--- src/rtl/reg_pipe_elastic_pkg.sv ---
// Shared definitions for the elastic pipeline register: default geometry and
// the helper that sizes the occupancy counter.
package reg_pipe_elastic_pkg;

  localparam int DEFAULT_WIDTH = 32;
  localparam int DEFAULT_DEPTH = 2;

  // Bits needed to count 0..depth valid stages inclusive.
  function automatic int occ_width(input int depth);
    return $clog2(depth + 1);
  endfunction

endpackage

--- src/rtl/reg_pipe_elastic_if.sv ---
// Handshake bundle for reg_pipe_elastic: upstream valid/ready/data, downstream
// valid/ready/data, flush request and occupancy report.
interface reg_pipe_elastic_if #(
  parameter int WIDTH = 32,
  parameter int DEPTH = 2
);
  import reg_pipe_elastic_pkg::*;

  localparam int OCC_W = occ_width(DEPTH);

  logic             FLUSH;
  logic             IN_VALID;
  logic             IN_READY;
  logic [WIDTH-1:0] IN_DATA;
  logic             OUT_VALID;
  logic             OUT_READY;
  logic [WIDTH-1:0] OUT_DATA;
  logic [OCC_W-1:0] OCCUPANCY;

  // master is the surrounding logic that feeds and drains the pipe
  modport master (
    output FLUSH, IN_VALID, IN_DATA, OUT_READY,
    input  IN_READY, OUT_VALID, OUT_DATA, OCCUPANCY
  );

  modport slave (
    input  FLUSH, IN_VALID, IN_DATA, OUT_READY,
    output IN_READY, OUT_VALID, OUT_DATA, OCCUPANCY
  );

endinterface

--- src/rtl/reg_pipe_elastic_stage.sv ---
// One stage of the elastic pipe: a valid bit and data register that load from
// the predecessor whenever this stage is empty or its successor is draining.
module reg_pipe_stage #(
  parameter int               WIDTH = 32,
  parameter logic [WIDTH-1:0] INIT  = '0
) (
  input  logic             CLK,
  input  logic             RST,
  input  logic             flush,
  input  logic             src_v,
  input  logic [WIDTH-1:0] src_d,
  input  logic             rdy_next,
  output logic             rdy,
  output logic             v,
  output logic [WIDTH-1:0] d
);

  assign rdy = !v || rdy_next;

  // Data only loads with a valid source so an empty stage keeps its last value.
  always_ff @(posedge CLK) begin
    if (RST) begin
      v <= 1'b0;
      d <= INIT;
    end else if (flush) begin
      v <= 1'b0;
    end else if (rdy) begin
      v <= src_v;
      if (src_v) begin
        d <= src_d;
      end
    end
  end

endmodule

--- src/rtl/reg_pipe_elastic.sv ---
// Elastic pipeline register: DEPTH handshaked stages with bubble collapsing,
// full throughput and a synchronous flush.
module reg_pipe_elastic
  import reg_pipe_elastic_pkg::*;
#(
  parameter int               WIDTH = DEFAULT_WIDTH,
  parameter int               DEPTH = DEFAULT_DEPTH,
  parameter logic [WIDTH-1:0] INIT  = '0
) (
  input  logic              CLK,
  input  logic              RST,
  reg_pipe_elastic_if.slave bus
);

  localparam int OCC_W = occ_width(DEPTH);

  if (DEPTH < 1 || WIDTH < 1) begin : g_param_check
    $error("reg_pipe_elastic: DEPTH and WIDTH must both be at least 1");
  end

  logic [DEPTH-1:0] v;
  logic [WIDTH-1:0] d [DEPTH];
  logic             in_ready;
  logic             in_xfer;
  logic [OCC_W-1:0] occ;

  // Each stage keeps its own ready net so the backward chain stays acyclic per signal.
  for (genvar k = 0; k < DEPTH; k++) begin : g_stage
    logic             rdy_here;
    logic             rdy_next;
    logic             src_v;
    logic [WIDTH-1:0] src_d;

    if (k == DEPTH - 1) begin : g_tail
      assign rdy_next = bus.OUT_READY;
    end else begin : g_mid
      assign rdy_next = g_stage[k+1].rdy_here;
    end

    if (k == 0) begin : g_head
      assign src_v = in_xfer;
      assign src_d = bus.IN_DATA;
    end else begin : g_body
      assign src_v = v[k-1];
      assign src_d = d[k-1];
    end

    reg_pipe_stage #(
      .WIDTH (WIDTH),
      .INIT  (INIT)
    ) u_stage (
      .CLK      (CLK),
      .RST      (RST),
      .flush    (bus.FLUSH),
      .src_v    (src_v),
      .src_d    (src_d),
      .rdy_next (rdy_next),
      .rdy      (rdy_here),
      .v        (v[k]),
      .d        (d[k])
    );
  end

  assign in_ready = g_stage[0].rdy_here && !bus.FLUSH && !RST;
  assign in_xfer  = bus.IN_VALID && in_ready;

  always_comb begin
    occ = '0;
    for (int k = 0; k < DEPTH; k++) begin
      occ = occ + OCC_W'(v[k]);
    end
  end

  assign bus.IN_READY  = in_ready;
  assign bus.OUT_VALID = v[DEPTH-1];
  assign bus.OUT_DATA  = d[DEPTH-1];
  assign bus.OCCUPANCY = occ;

  // A stalled head item must be presented unchanged until the consumer takes it.
  a_hold_out_data: assert property (
    @(posedge CLK) disable iff (RST)
    (v[DEPTH-1] && !bus.OUT_READY) |=> $stable(d[DEPTH-1])
  );

endmodule

--- src/flat_wrapper.sv ---
// flat-port wrapper written by rule: the top's interface ports become plain ports
module reg_pipe_elastic_flat import reg_pipe_elastic_pkg::*;
#(
  parameter int               WIDTH = DEFAULT_WIDTH,
  parameter int               DEPTH = DEFAULT_DEPTH,
  parameter logic [WIDTH-1:0] INIT  = '0
)
  (CLK, RST, bus_FLUSH, bus_IN_VALID, bus_IN_DATA, bus_OUT_READY, bus_IN_READY, bus_OUT_VALID, bus_OUT_DATA, bus_OCCUPANCY);
  reg_pipe_elastic_if #(.WIDTH(WIDTH), .DEPTH(DEPTH)) bus_i ();
  input  logic CLK;
  input  logic RST;
  input wire logic [$bits(bus_i.FLUSH)-1:0] bus_FLUSH;
  input wire logic [$bits(bus_i.IN_VALID)-1:0] bus_IN_VALID;
  input wire logic [$bits(bus_i.IN_DATA)-1:0] bus_IN_DATA;
  input wire logic [$bits(bus_i.OUT_READY)-1:0] bus_OUT_READY;
  output wire logic [$bits(bus_i.IN_READY)-1:0] bus_IN_READY;
  output wire logic [$bits(bus_i.OUT_VALID)-1:0] bus_OUT_VALID;
  output wire logic [$bits(bus_i.OUT_DATA)-1:0] bus_OUT_DATA;
  output wire logic [$bits(bus_i.OCCUPANCY)-1:0] bus_OCCUPANCY;
  assign bus_i.FLUSH = bus_FLUSH;
  assign bus_i.IN_VALID = bus_IN_VALID;
  assign bus_i.IN_DATA = bus_IN_DATA;
  assign bus_i.OUT_READY = bus_OUT_READY;
  assign bus_IN_READY = bus_i.IN_READY;
  assign bus_OUT_VALID = bus_i.OUT_VALID;
  assign bus_OUT_DATA = bus_i.OUT_DATA;
  assign bus_OCCUPANCY = bus_i.OCCUPANCY;
  reg_pipe_elastic #(.WIDTH(WIDTH), .DEPTH(DEPTH), .INIT(INIT)) u_core (.CLK(CLK), .RST(RST), .bus(bus_i));
endmodule
--- config.mk ---
export PLATFORM = sky130hd
export DESIGN_NAME = reg_pipe_elastic_flat
export DESIGN_NICKNAME = d
export VERILOG_FILES = /design/src/rtl/reg_pipe_elastic_pkg.sv /design/src/rtl/reg_pipe_elastic_if.sv /design/src/rtl/reg_pipe_elastic_stage.sv /design/src/rtl/reg_pipe_elastic.sv /design/src/flat_wrapper.sv
export SDC_FILE = /design/constraint.sdc
export NUM_CORES = 1
export LEC_CHECK = 0
export CAP_MARGIN = 0
export CELL_PAD_IN_SITES_DETAIL_PLACEMENT = 0
export CELL_PAD_IN_SITES_GLOBAL_PLACEMENT = 1
export CORE_UTILIZATION = 35
export CTS_CLUSTER_DIAMETER = 200
export CTS_CLUSTER_SIZE = 30
export DETAILED_ROUTE_END_ITERATION = 7
export PLACE_DENSITY_LB_ADDON = 0.1
export SYNTH_ARGS = -nofsm -noshare
export SYNTH_HDL_FRONTEND = slang
export SYNTH_SLANG_ARGS = --single-unit
--- constraint.sdc ---
create_clock -name CLK -period 1.59 [get_ports CLK]
set_input_delay 0.3975 -clock CLK [delete_from_list [all_inputs] [get_ports CLK]]
set_output_delay 0.3975 -clock CLK [all_outputs]
set_load 0.02 [all_outputs]
After elaboration in Yosys (flattened, before gate mapping)

Cells that the tools add are included.

Bits in writable memories: 0
Bits in read-only memories: 0
Word-level logic and storage cells: 18
Output and inout bits: 36
Memories: 0
Input port bits: 37
Bits in latches: 0
Bits in registers: 66

Eq/ne operators: 0
Bitwise logic cells: 1
Shifts and indexed selects: 0
Multipliers: 0
Div/mod/pow operators: 0
$add $sub $neg: 1
Muxes and demuxes: 0
$lt $le $gt $ge: 0
Reductions and logical operators: 12

Operators with widths:

| operator             | number |
|---|---|
| AND reduction 3 bit  | 2 |
| zero test 1 bit      | 4 |
| logical AND 1 bit    | 3 |
| adder 1 x 1 -> 2 bit | 1 |
| logical OR 1 bit     | 2 |
| OR reduction 2 bit   | 1 |
| inverter 1 bit       | 1 |

Logic depth before layout (Yosys ltp)

Gate-level depths: netlist of run 1.

Depth in word-level cells: 7
Depth in mapped cells: 5
Mapped depth without buffers: 3

By module

From an unflattened synthesis of run 1, not the netlist that was laid out.

Cells, all modules: 293
Area total of the unflattened synthesis: 3070.4 um^2

Modules (own cells, without submodules):

| module           | seq. area each (um^2) | cells each | area an instance (um^2) | times used |
|---|---|---|---|---|
| reg_pipe_stage   | 660.6                 | 145        | 1519.0                  | 2 |
| reg_pipe_elastic | 0.0                   | 3          | 32.5                    | 1 |

Least setup slack after synthesis of run 1

Ideal clock, no wire load.

Path kind: register -> output
From: register u_core.g_stage[1].u_stage.v
To: output bus_IN_READY
Path slack: -0.059 ns
Cell stages (with the launch flop): 4
Data arrival time: 1.251 ns
Path buffers: 1
Required time: 1.192 ns
Cell sequence: dfxtp_1 and3b_1 buf_2 nor3_1

Cells in the longest elaborated chain, start to end: 5

Ends and longest elaborated chain:

| item                           | line                         | RTL |
|---|---|---|
| start, declared                | reg_pipe_elastic_stage.sv:14 | `output logic v,` |
| start signal, assigned         | reg_pipe_elastic_stage.sv:28 | `v <= src_v;` |
| zero test 1 bit                | reg_pipe_elastic_stage.sv:18 | `assign rdy = !v \|\| rdy_next;` |
| logical OR 1 bit (2 in a row)  | reg_pipe_elastic_stage.sv:18 |  |
| logical AND 1 bit (2 in a row) | reg_pipe_elastic.sv:64       | `assign in_ready = g_stage[0].rdy_here && !bus.FLUSH && !RST;` |
| end, declared                  | flat_wrapper.sv:16           | `output wire logic [$bits(bus_i.IN_READY)-1:0] bus_IN_READY;` |

Every way passes these cells.

Worst setup path after layout of run 1

From: register u_core.g_stage[0].u_stage.v
To: output bus_IN_READY

Cells in the longest elaborated chain, start to end: 4

Ends and longest elaborated chain:

| item                           | line |
|---|---|
| start, declared                | reg_pipe_elastic_stage.sv:14 |
| start signal, assigned         | reg_pipe_elastic_stage.sv:28 |
| zero test 1 bit                | reg_pipe_elastic_stage.sv:18 |
| logical OR 1 bit               | reg_pipe_elastic_stage.sv:18 |
| logical AND 1 bit (2 in a row) | reg_pipe_elastic.sv:64 |

Every way passes these cells.

==> results.json, run 1 <==
{
  "grt_pass1_vias": 2380,
  "regToRegSetupSlack_ns": 0.24,
  "critPathLaunchType": "flip-flop",
  "critical_path.max_fanout": 3,
  "cts-hold-fix-buffers": 0,
  "cp_data_required_time_ns": 1.19,
  "slew_violations": 0,
  "r2r_start": "u_core.g_stage[0].u_stage.v$_SDFFE_PP0P_",
  "core_area_sq_um": 7250,
  "p_sw_w": 0.000758,
  "vias": 2553,
  "synth_area_sq_um": 2620,
  "ctsHtreeMaxLevel": 3,
  "rr_endpoint": "u_core.g_stage[0].u_stage.d[1]$_SDFFE_PP0P_",
  "die_h_um": 88.6,
  "hold_slack_ns": 0.466,
  "drtIter0Drc": 119,
  "ioPinCount": 73,
  "place.gp.congestion": 0.810,
  "syn_nets": 346,
  "powerDensity_nw_per_um2": 933,
  "avgSynthCellArea_sq_um": 8.52,
  "clockBufferDepth": 2,
  "crit_arrival_ns": 1.15,
  "clock_skew_ns": 0.00987,
  "final-hold-violation-count": 0,
  "hp-class": "reg -> reg",
  "dp_hpwl_um": 4870,
  "placed_cells": 468,
  "hold_end": "u_core.g_stage[0].u_stage.d[24]$_SDFFE_PP0P_",
  "clock_power_share": 0.420,
  "relSlewSlack": 0.766,
  "routed_via_density": 5.27,
  "maxCapViolCount": 0,
  "p_seq_frac": 0.495,
  "syn2layout_area_growth_pct": 42.2,
  "cts_buffers": 9,
  "rows": 31,
  "die_x_um": 88.6,
  "fin_nets": 419,
  "portBuffers": 72,
  "clk_latency_ns": 0.33,
  "grt_overflow": 0,
  "post-route-period-util": 0.972,
  "setup_viol": 0,
  "ff2ff_path_depth": 4,
  "outcome": "complete, no violations",
  "intPower_w": 0.00272,
  "setup_tns_ns": 0,
  "swShare": 0.218,
  "cts_tree": "done",
  "wl_per_cell_um": 15.5,
  "p_total_w": 0.00348,
  "fmax_mhz": 647,
  "comb_power_share": 0.086,
  "drt_wl_total_um": 7520,
  "clk_pin_slew_ns": 0.06,
  "fillers": 728,
  "antenna_cells": 0,
  "cellLeakagePower_nw": 1.63,
  "ir_drop_v": 0.000591,
  "synth.area.top_cells": "dfxtp_1 50%, nand3_1 12%, o311ai_1 9.7%, a21oi_1 6.1%, o21ai_0 5.2%",
  "grt_use_total": 0.205,
  "drc": 0,
  "antenna_found_initial": 0,
  "clock-root-buffer": "clkbuf_8",
  "cp-end-kind": "primary output",
  "synth_cell_types": 25,
  "ant_nets": 0,
  "firstDrtPassIters": 4,
  "crit_type": "reg -> out",
  "synth-seq-cells": 66,
  "worstHoldStart": "u_core.g_stage[0].u_stage.d[24]$_SDFFE_PP0P_",
  "initial_core_util": 0.362,
  "min_path_cells": 2,
  "die_area_sq_um": 7850,
  "grt_max_degree": 37,
  "yosys.area.top_type_share": 0.504,
  "synthCells": 308,
  "ys_seq_area_frac": 0.504,
  "clock_sinks": 66,
  "yosys.area.top_type": "dfxtp_1",
  "ys_warn_count": 0,
  "rsz0062_at_grt": "true",
  "grt_pass1_wl_um": 12100,
  "final_cells": 484,
  "worstMarginPinSlew_ns": 0.350,
  "drive_above_1_share": 0.122,
  "fin_crit_ns": 1.54
}
==> metrics by stage <==
stage / setup WS, ns / cell area, sq um / utilization
2_1_floorplan: 0.109 / 2630 / -
3_3_place_gp: -0.639 / 3560 / 0.490
3_5_place_dp: -0.658 / 3560 / 0.490
4_1_cts: -0.0214 / 3710 / 0.512
5_1_grt: -0.0141 / 3730 / 0.514
6_report: 0.0451 / 3730 / 0.514
==> registers in the layout, summed over array words and instances (netlist names) <==
signal / cells
u_core.g_stage.u_stage.d: 64
u_core.g_stage.u_stage.v: 2
==> Yosys cell counts, drive strengths merged <==
cell,instances
clkbuf,22
nand2,32
dfxtp,66
nor2b,1
nor3,2
ha,1
nor2,1
and3b,1
o311ai,32
inv,2
o21ai,32
a211oi,1
nand3b,1
and2b,1
nand3,64
nand2b,2
a21oi,32
nor3b,1
buf,14
==> layout by cell type, fill, tap and decap left out, drive strengths merged, types with 2 or more instances in the layout <==
master	instances
a21oi	32
buf	28
bufinv	2
clkbuf	12
clkdlybuf4s50	33
dfxtp	66
dlygate4sd2	34
dlymetal6s2s	2
inv	2
nand2	32
nand2b	2
nand3	64
nor3	2
o21ai	32
o311ai	32
==> critical path, cell delays in order (launching register included) <==
cell     delay [ns]
dfxtp_2        0.33
and3b_2        0.22
nor3_2         0.11
buf_4          0.16
==> worst max-delay path by stage <==
stage | endpoint | start
final | bus_IN_READY | u_core.g_stage[0].u_stage.v$_SDFFE_PP0P_
after global routing | bus_IN_READY | u_core.g_stage[0].u_stage.v$_SDFFE_PP0P_
after CTS | bus_IN_READY | RST
after detailed placement | bus_IN_READY | bus_OUT_READY
after global placement | bus_IN_READY | bus_OUT_READY
after floorplan | bus_IN_READY | bus_FLUSH
==> kinds of logic after synthesis <==
| family | count (synthesis) | synth area share |
|---|---|---|
| simple gates | 106 | 0.195 |
| buf+inv | 38 | 0.0649 |
| compound gates | 97 | 0.232 |
| flops | 66 | 0.504 |
| fa+ha+maj | 1 | 0.00477 |
==> power by group through the flow <==
stage | clock network (W) | registers, W | logic [W]
after floorplan | 0 | 0.00176 | 0.000128
after global placement | 0 | 0.00176 | 0.000299
after detailed placement | 0 | 0.00176 | 0.000302
after CTS | 0.00150 | 0.00172 | 0.000298
after global routing | 0.00156 | 0.00173 | 0.000323
final | 0.00146 | 0.00172 | 0.000298
==> per-layer routing <==
layer	up-vias	routed length, um	global-route usage
li1	1280	-	-
met5	-	0	0
met4	0	40	0.0792
met1	1208	3470	0.268
met3	4	368	0.0345
met2	61	3640	0.340
==> timing repair <==
action                                  in CTS  in global routing
gates resized for setup                     48                  4
pin swaps                                    0                  0
endpoints found under the setup margin      78                 47
buffers inserted                             0                  1
==> final cells by class <==
| type | instances | area, sq um | share of cell area |
|---|---|---|---|
| clock buffer | 12 | 135 | 0.0362 |
| multi-input combinational | 204 | 1150 | 0.308 |
| sequential | 66 | 1320 | 0.355 |
| clock inverter | 3 | 65.1 | 0.0174 |
| timing repair buffer | 98 | 928 | 0.249 |
| tap | 99 | 124 | 0.0332 |
| inverter | 2 | 7.51 | 0.00201 |
Note: power is estimated with default switching activity, not from simulation.
==> run 2: changes to the inputs <==
CORE_MARGIN = 5   (was not set)
CTS_CLUSTER_SIZE = 8   (was 30)
==> run 2 against run 1 <==
  * Worst setup slack worse by 0.041 ns
  * Sequential power about the same
  * Via count is 0.94% lower
  * Non-clock buffer count down 5
  * Largest power group unchanged
  * Design area shrank 1.6%
  * Utilization is 1.1 points lower
  * Fmax down 2.6%
  * Critical path type is now in -> out
  * Clock-buffer cell count is 1 lower
==> results.json, run 2 (synthesis results as in run 1) <==
{
  "outcome": "complete, no violations",
  "regToRegSetupSlack_ns": 0.24,
  "cp_top_family": "buffers and inverters",
  "rsz0062_at_grt": "true",
  "min_path_cells": 2,
  "routed_via_density": 5.27,
  "ir_drop_v": 0.000408,
  "grt_most_used_layer": "met2",
  "ctsHtreeMaxLevel": 3,
  "grt_max_degree": 38,
  "fin_crit_ns": 1.59,
  "grt_util_met1": 0.222,
  "worstHoldStart": "u_core.g_stage[0].u_stage.d[13]$_SDFFE_PP0P_",
  "die_x_um": 96.6,
  "die_h_um": 96.6,
  "vias": 2529,
  "drt_wl_total_um": 7500,
  "clock-root-buffer": "clkbuf_8",
  "max_stage_delay_ns": 0.45,
  "clk_latency_ns": 0.33,
  "top_register": "u_core.g_stage.u_stage.d",
  "cts-hold-fix-buffers": 0,
  "cellLeakagePower_nw": 1.57,
  "syn2layout_area_growth_pct": 39.9,
  "drtIter0Drc": 127,
  "clock_skew_ns": 0.00464,
  "ff2ff_path_depth": 4,
  "cts_tree": "done",
  "r2r_start": "u_core.g_stage[0].u_stage.v$_SDFFE_PP0P_",
  "p_total_w": 0.00325,
  "cp_num_buf_inv": 2,
  "crit_type": "in -> out",
  "layout_common_cells": "64 x nand3_1, 64 x dfxtp_1, 34 x clkdlybuf4s50_1",
  "cts_buffers": 9,
  "fillers": 778,
  "clk_pin_slew_ns": 0.07,
  "ioPinCount": 73,
  "ant_nets": 0,
  "drive_above_1_share": 0.123,
  "fin_nets": 414,
  "place.gp.congestion": 0.792,
  "setup_tns_ns": 0,
  "largest_reg_flops": 64,
  "post-route-period-util": 0.997,
  "dpl_cell_area_sq_um": 3530,
  "wl_per_cell_um": 15.6,
  "firstDrtPassIters": 4,
  "fin_area_sq_um": 3670,
  "cp-end-kind": "primary output",
  "rows": 31,
  "relSlewSlack": 0.716,
  "placed_cells": 464,
  "maxCapViolCount": 0,
  "reg_top3": "u_core.g_stage.u_stage.d: 64 flops, u_core.g_stage.u_stage.v: 2 flops",
  "core_area_sq_um": 7290,
  "die_area_sq_um": 9330,
  "antenna_found_initial": 0,
  "cp_data_required_time_ns": 1.19,
  "dp_hpwl_um": 4980,
  "clockBufferDepth": 2,
  "slowest_stage": "clkdlybuf4s50_1",
  "critPathLaunchType": "primary input",
  "setup_viol": 0,
  "grt_pass1_wl_um": 12100,
  "crit_chain": "clkdlybuf4s50_1 -> nor3_2 -> buf_4",
  "antenna_cells": 0,
  "powerDensity_nw_per_um2": 885,
  "portBuffers": 72,
  "worstMarginPinSlew_ns": 0.425,
  "hold_end": "u_core.g_stage[0].u_stage.d[13]$_SDFFE_PP0P_",
  "slew_violations": 0,
  "grt_overflow": 0,
  "hold_slack_ns": 0.469,
  "initial_core_util": 0.360,
  "grt_use_total": 0.171,
  "grt.met3_usage": 0.0310,
  "critical_path.max_fanout": 2,
  "use_met2": 0.279,
  "drc": 0,
  "clock_sinks": 66,
  "final_cells": 480,
  "hp-class": "reg -> reg",
  "crit_arrival_ns": 1.19,
  "final-hold-violation-count": 0,
  "grt_pass1_vias": 2399,
  "rr_endpoint": "u_core.g_stage[0].u_stage.d[1]$_SDFFE_PP0P_",
  "fmax_mhz": 631
}
[run 2: cell types whose count changed in the layout (fill, tap and decap cells not counted), sizes merged, moves of 2 or more]
cell	before	now
bufinv	2	0
clkinvlp	0	2
clkinv	1	3
buf	28	22
[run 2: worst max path at each step]
stage,cells after the start,slack (ns),endpoint,start
global route,3,-0.04,bus_IN_READY,RST
detailed placement,4,-0.60,bus_IN_READY,bus_OUT_READY
CTS,4,-0.14,bus_IN_READY,bus_OUT_READY
finish,3,0.004,bus_IN_READY,RST
floorplan,3,0.11,bus_IN_READY,bus_FLUSH
global placement,4,-0.58,bus_IN_READY,bus_OUT_READY
[run 2: routing by layer]
layer | vias up | share of wire
met4 | 0 | 0.015
met2 | 57 | 0.49
li1 | 1268 | -
met5 | - | 0
met1 | 1194 | 0.46
met3 | 10 | 0.040
[run 2: report_power, final]
group | leakage, nW | switching (W) | internal [W]
registers | 0.537 | 0.0000268 | 0.00170
clock network | 0.0851 | 0.000629 | 0.000600
logic | 0.952 | 0.000144 | 0.000151
[run 2: worst min-delay path, delay by kind of cell, from the launching register on]
| family | cells | cell delay [ns] |
|---|---|---|
| AO/OA/AOI/OAI | 1 | 0.07 |
| flip-flops | 1 | 0.31 |
| AND/OR/NAND/NOR | 1 | 0.05 |
[run 2: final cells by class]
| cell class | instances | area [sq um] | area share |
|---|---|---|---|
| Clock buffer | 11 | 141 | 0.0385 |
| Clock inverter | 5 | 30.0 | 0.00818 |
| Inverter | 2 | 7.51 | 0.00204 |
| Multi-Input combinational cell | 204 | 1150 | 0.313 |
| Sequential cell | 66 | 1320 | 0.361 |
| Tap cell | 99 | 124 | 0.0337 |
| Timing Repair Buffer | 93 | 897 | 0.244 |
[run 2: what timing repair did]
| item | in CTS | in global routing |
|---|---|---|
| endpoints found under the setup margin | 39 | 35 |
| resized for setup | 43 | 7 |
| setup buffers | 0 | 0 |
[run 2: metrics by stage]
step | setup WS, ns | util
floorplan | 0.109 | -
global placement | -0.583 | 0.485
detailed placement | -0.598 | 0.485
CTS | -0.138 | 0.502
global route | -0.0403 | 0.503
finish | 0.00439 | 0.503
==> run 3: changes to the inputs <==
clock period = 1.55 ns   (was 1.59 ns; I/O delays follow)
==> run 3 against run 2 <==
  * Utilization is 0.43 points higher
  * Largest cell class unchanged
  * Design area is 0.85% higher
  * Register-to-register slack worse by 0.05 ns
  * Clock-buffer cell count is 1 lower
  * The flow now finishes with violations (negative setup slack)
  * Clock skew hardly changed
  * Die area stayed put
  * Global-route usage is 0.051 points lower
==> results.json, run 3 (synthesis results as in run 1) <==
{
  "final-hold-violation-count": 0,
  "clockBufferDepth": 2,
  "largest_reg_flops": 64,
  "cp_data_required_time_ns": 1.16,
  "grt_pass1_vias": 2531,
  "ant_nets": 0,
  "clk_pin_slew_ns": 0.07,
  "critPathLaunchType": "flip-flop",
  "drtIter0Drc": 133,
  "dp_hpwl_um": 4900,
  "r2r_start": "u_core.g_stage[0].u_stage.v$_SDFFE_PP0P_",
  "cellLeakagePower_nw": 1.59,
  "outcome": "complete, but fails checks",
  "cts_buffers": 9,
  "fin_nets": 413,
  "fmax_mhz": 625,
  "die_x_um": 96.6,
  "clock_sinks": 66,
  "ioPinCount": 73,
  "die_area_sq_um": 9330,
  "drc": 0,
  "worstHoldStart": "u_core.g_stage[0].u_stage.d[15]$_SDFFE_PP0P_",
  "portBuffers": 72,
  "final_cells": 479,
  "placed_cells": 463,
  "grt_use_total": 0.170,
  "vias": 2546,
  "top_register": "u_core.g_stage.u_stage.d",
  "drive_above_1_share": 0.124,
  "grt.met3_usage": 0.0372,
  "violations": "negative setup slack",
  "powerDensity_nw_per_um2": 955,
  "worstMarginPinSlew_ns": 0.416,
  "wl_per_cell_um": 15.8,
  "rsz0062_at_grt": "true",
  "clock-root-buffer": "clkbuf_8",
  "use_met2": 0.287,
  "syn2layout_area_growth_pct": 41.1,
  "core_area_sq_um": 7290,
  "grt_max_degree": 38,
  "post-route-period-util": 1.03,
  "p_total_w": 0.00354,
  "antenna_cells": 0,
  "cp-end-kind": "primary output",
  "hp-class": "reg -> reg",
  "fillers": 772,
  "drt_wl_total_um": 7580,
  "setup.worst_path.start": "u_core.g_stage[0].u_stage.v$_SDFFE_PP0P_",
  "firstDrtPassIters": 4,
  "crit_arrival_ns": 1.21,
  "grt_most_used_layer": "met2",
  "maxCapViolCount": 0,
  "grt_overflow": 0,
  "ctsHtreeMaxLevel": 3,
  "fin_util": 0.508,
  "relSlewSlack": 0.723,
  "ir_drop_v": 0.000424,
  "layout_common_cells": "64 x nand3_1, 64 x dfxtp_1, 34 x clkdlybuf4s50_1",
  "setup_viol": 1,
  "routed_via_density": 5.32,
  "antenna_found_initial": 0,
  "rows": 31,
  "grt_util_met1": 0.208,
  "cts_tree": "done",
  "place.gp.congestion": 0.805,
  "initial_core_util": 0.360,
  "slew_violations": 0,
  "worst_slack_ns": -0.0501,
  "fin_crit_ns": 1.60,
  "clk_latency_ns": 0.34,
  "crit_type": "reg -> out",
  "clock_skew_ns": 0.00437,
  "die_h_um": 96.6,
  "critical_path.max_fanout": 4,
  "grt_pass1_wl_um": 12100,
  "reg_top3": "u_core.g_stage.u_stage.d: 64 flops, u_core.g_stage.u_stage.v: 2 flops"
}
run 3: changes by cell type in the layout (fill, tap and decap cells not counted):
cell	delta
clkdlybuf4s15_2	-1
buf_12	+1
clkbuf_2	-1
clkbuf_1	-1
clkinvlp_4	+1
buf_2	+2
bufinv_16	+1
clkinv_2	-2
clkinv_4	+1
buf_4	-2
run 3: where the power goes:
part           leakage (nW)  internal, W  switching (W)
Sequential            0.537      0.00174      0.0000276
Clock                0.0945     0.000785       0.000676
Combinational         0.957     0.000155       0.000148
run 3: path summary, 6_finish.rpt:
check                           cells after the start                                      endpoint  slack (ns)
worst min-delay path                                2  u_core.g_stage[0].u_stage.d[15]$_SDFFE_PP0P_        0.47
worst max-delay path                                3                                  bus_IN_READY       -0.05
worst max register to register                      4  u_core.g_stage[0].u_stage.d[31]$_SDFFE_PP0P_        0.19
worst min register to register                      2  u_core.g_stage[0].u_stage.d[15]$_SDFFE_PP0P_        0.47
run 3: area by class of cell:
class | count | area (sq um) | area share
Clock inverter | 6 | 66.3 | 0.0179
Clock buffer | 10 | 138 | 0.0372
Tap cell | 99 | 124 | 0.0335
Timing Repair Buffer | 92 | 896 | 0.242
Sequential cell | 66 | 1320 | 0.358
Inverter | 2 | 7.51 | 0.00203
Multi-Input combinational cell | 204 | 1150 | 0.310
run 3: what timing repair did:
item,in CTS,in global routing
hold buffers,0,0
gates resized for setup,47,5
pin swaps,0,1
setup endpoints to repair,59,35
buffers inserted,0,0
run 3: worst max-delay path: stages (launching register included):
cell	delay (ns)
dfxtp_2	0.34
and3b_2	0.22
nor3_2	0.15
buf_4	0.16
run 3: per-stage QoR:
step,TNS (ns),setup slack [ns],hold WS [ns],instance area (sq um)
after floorplan,0,0.0866,0.441,2630
after global placement,-17.29,-0.604,0.453,3540
after detailed placement,-17.89,-0.620,0.457,3540
after CTS,-0.398,-0.159,0.468,3700
after global routing,-0.340,-0.107,0.482,3700
final,-0.0501,-0.0501,0.466,3700
run 3: routing by layer:
| metal | wire (um) | up-vias |
|---|---|---|
| li1 | - | 1264 |
| met1 | 3420 | 1199 |
| met2 | 3650 | 70 |
| met3 | 351 | 13 |
| met4 | 169 | 0 |
| met5 | 0 | - |
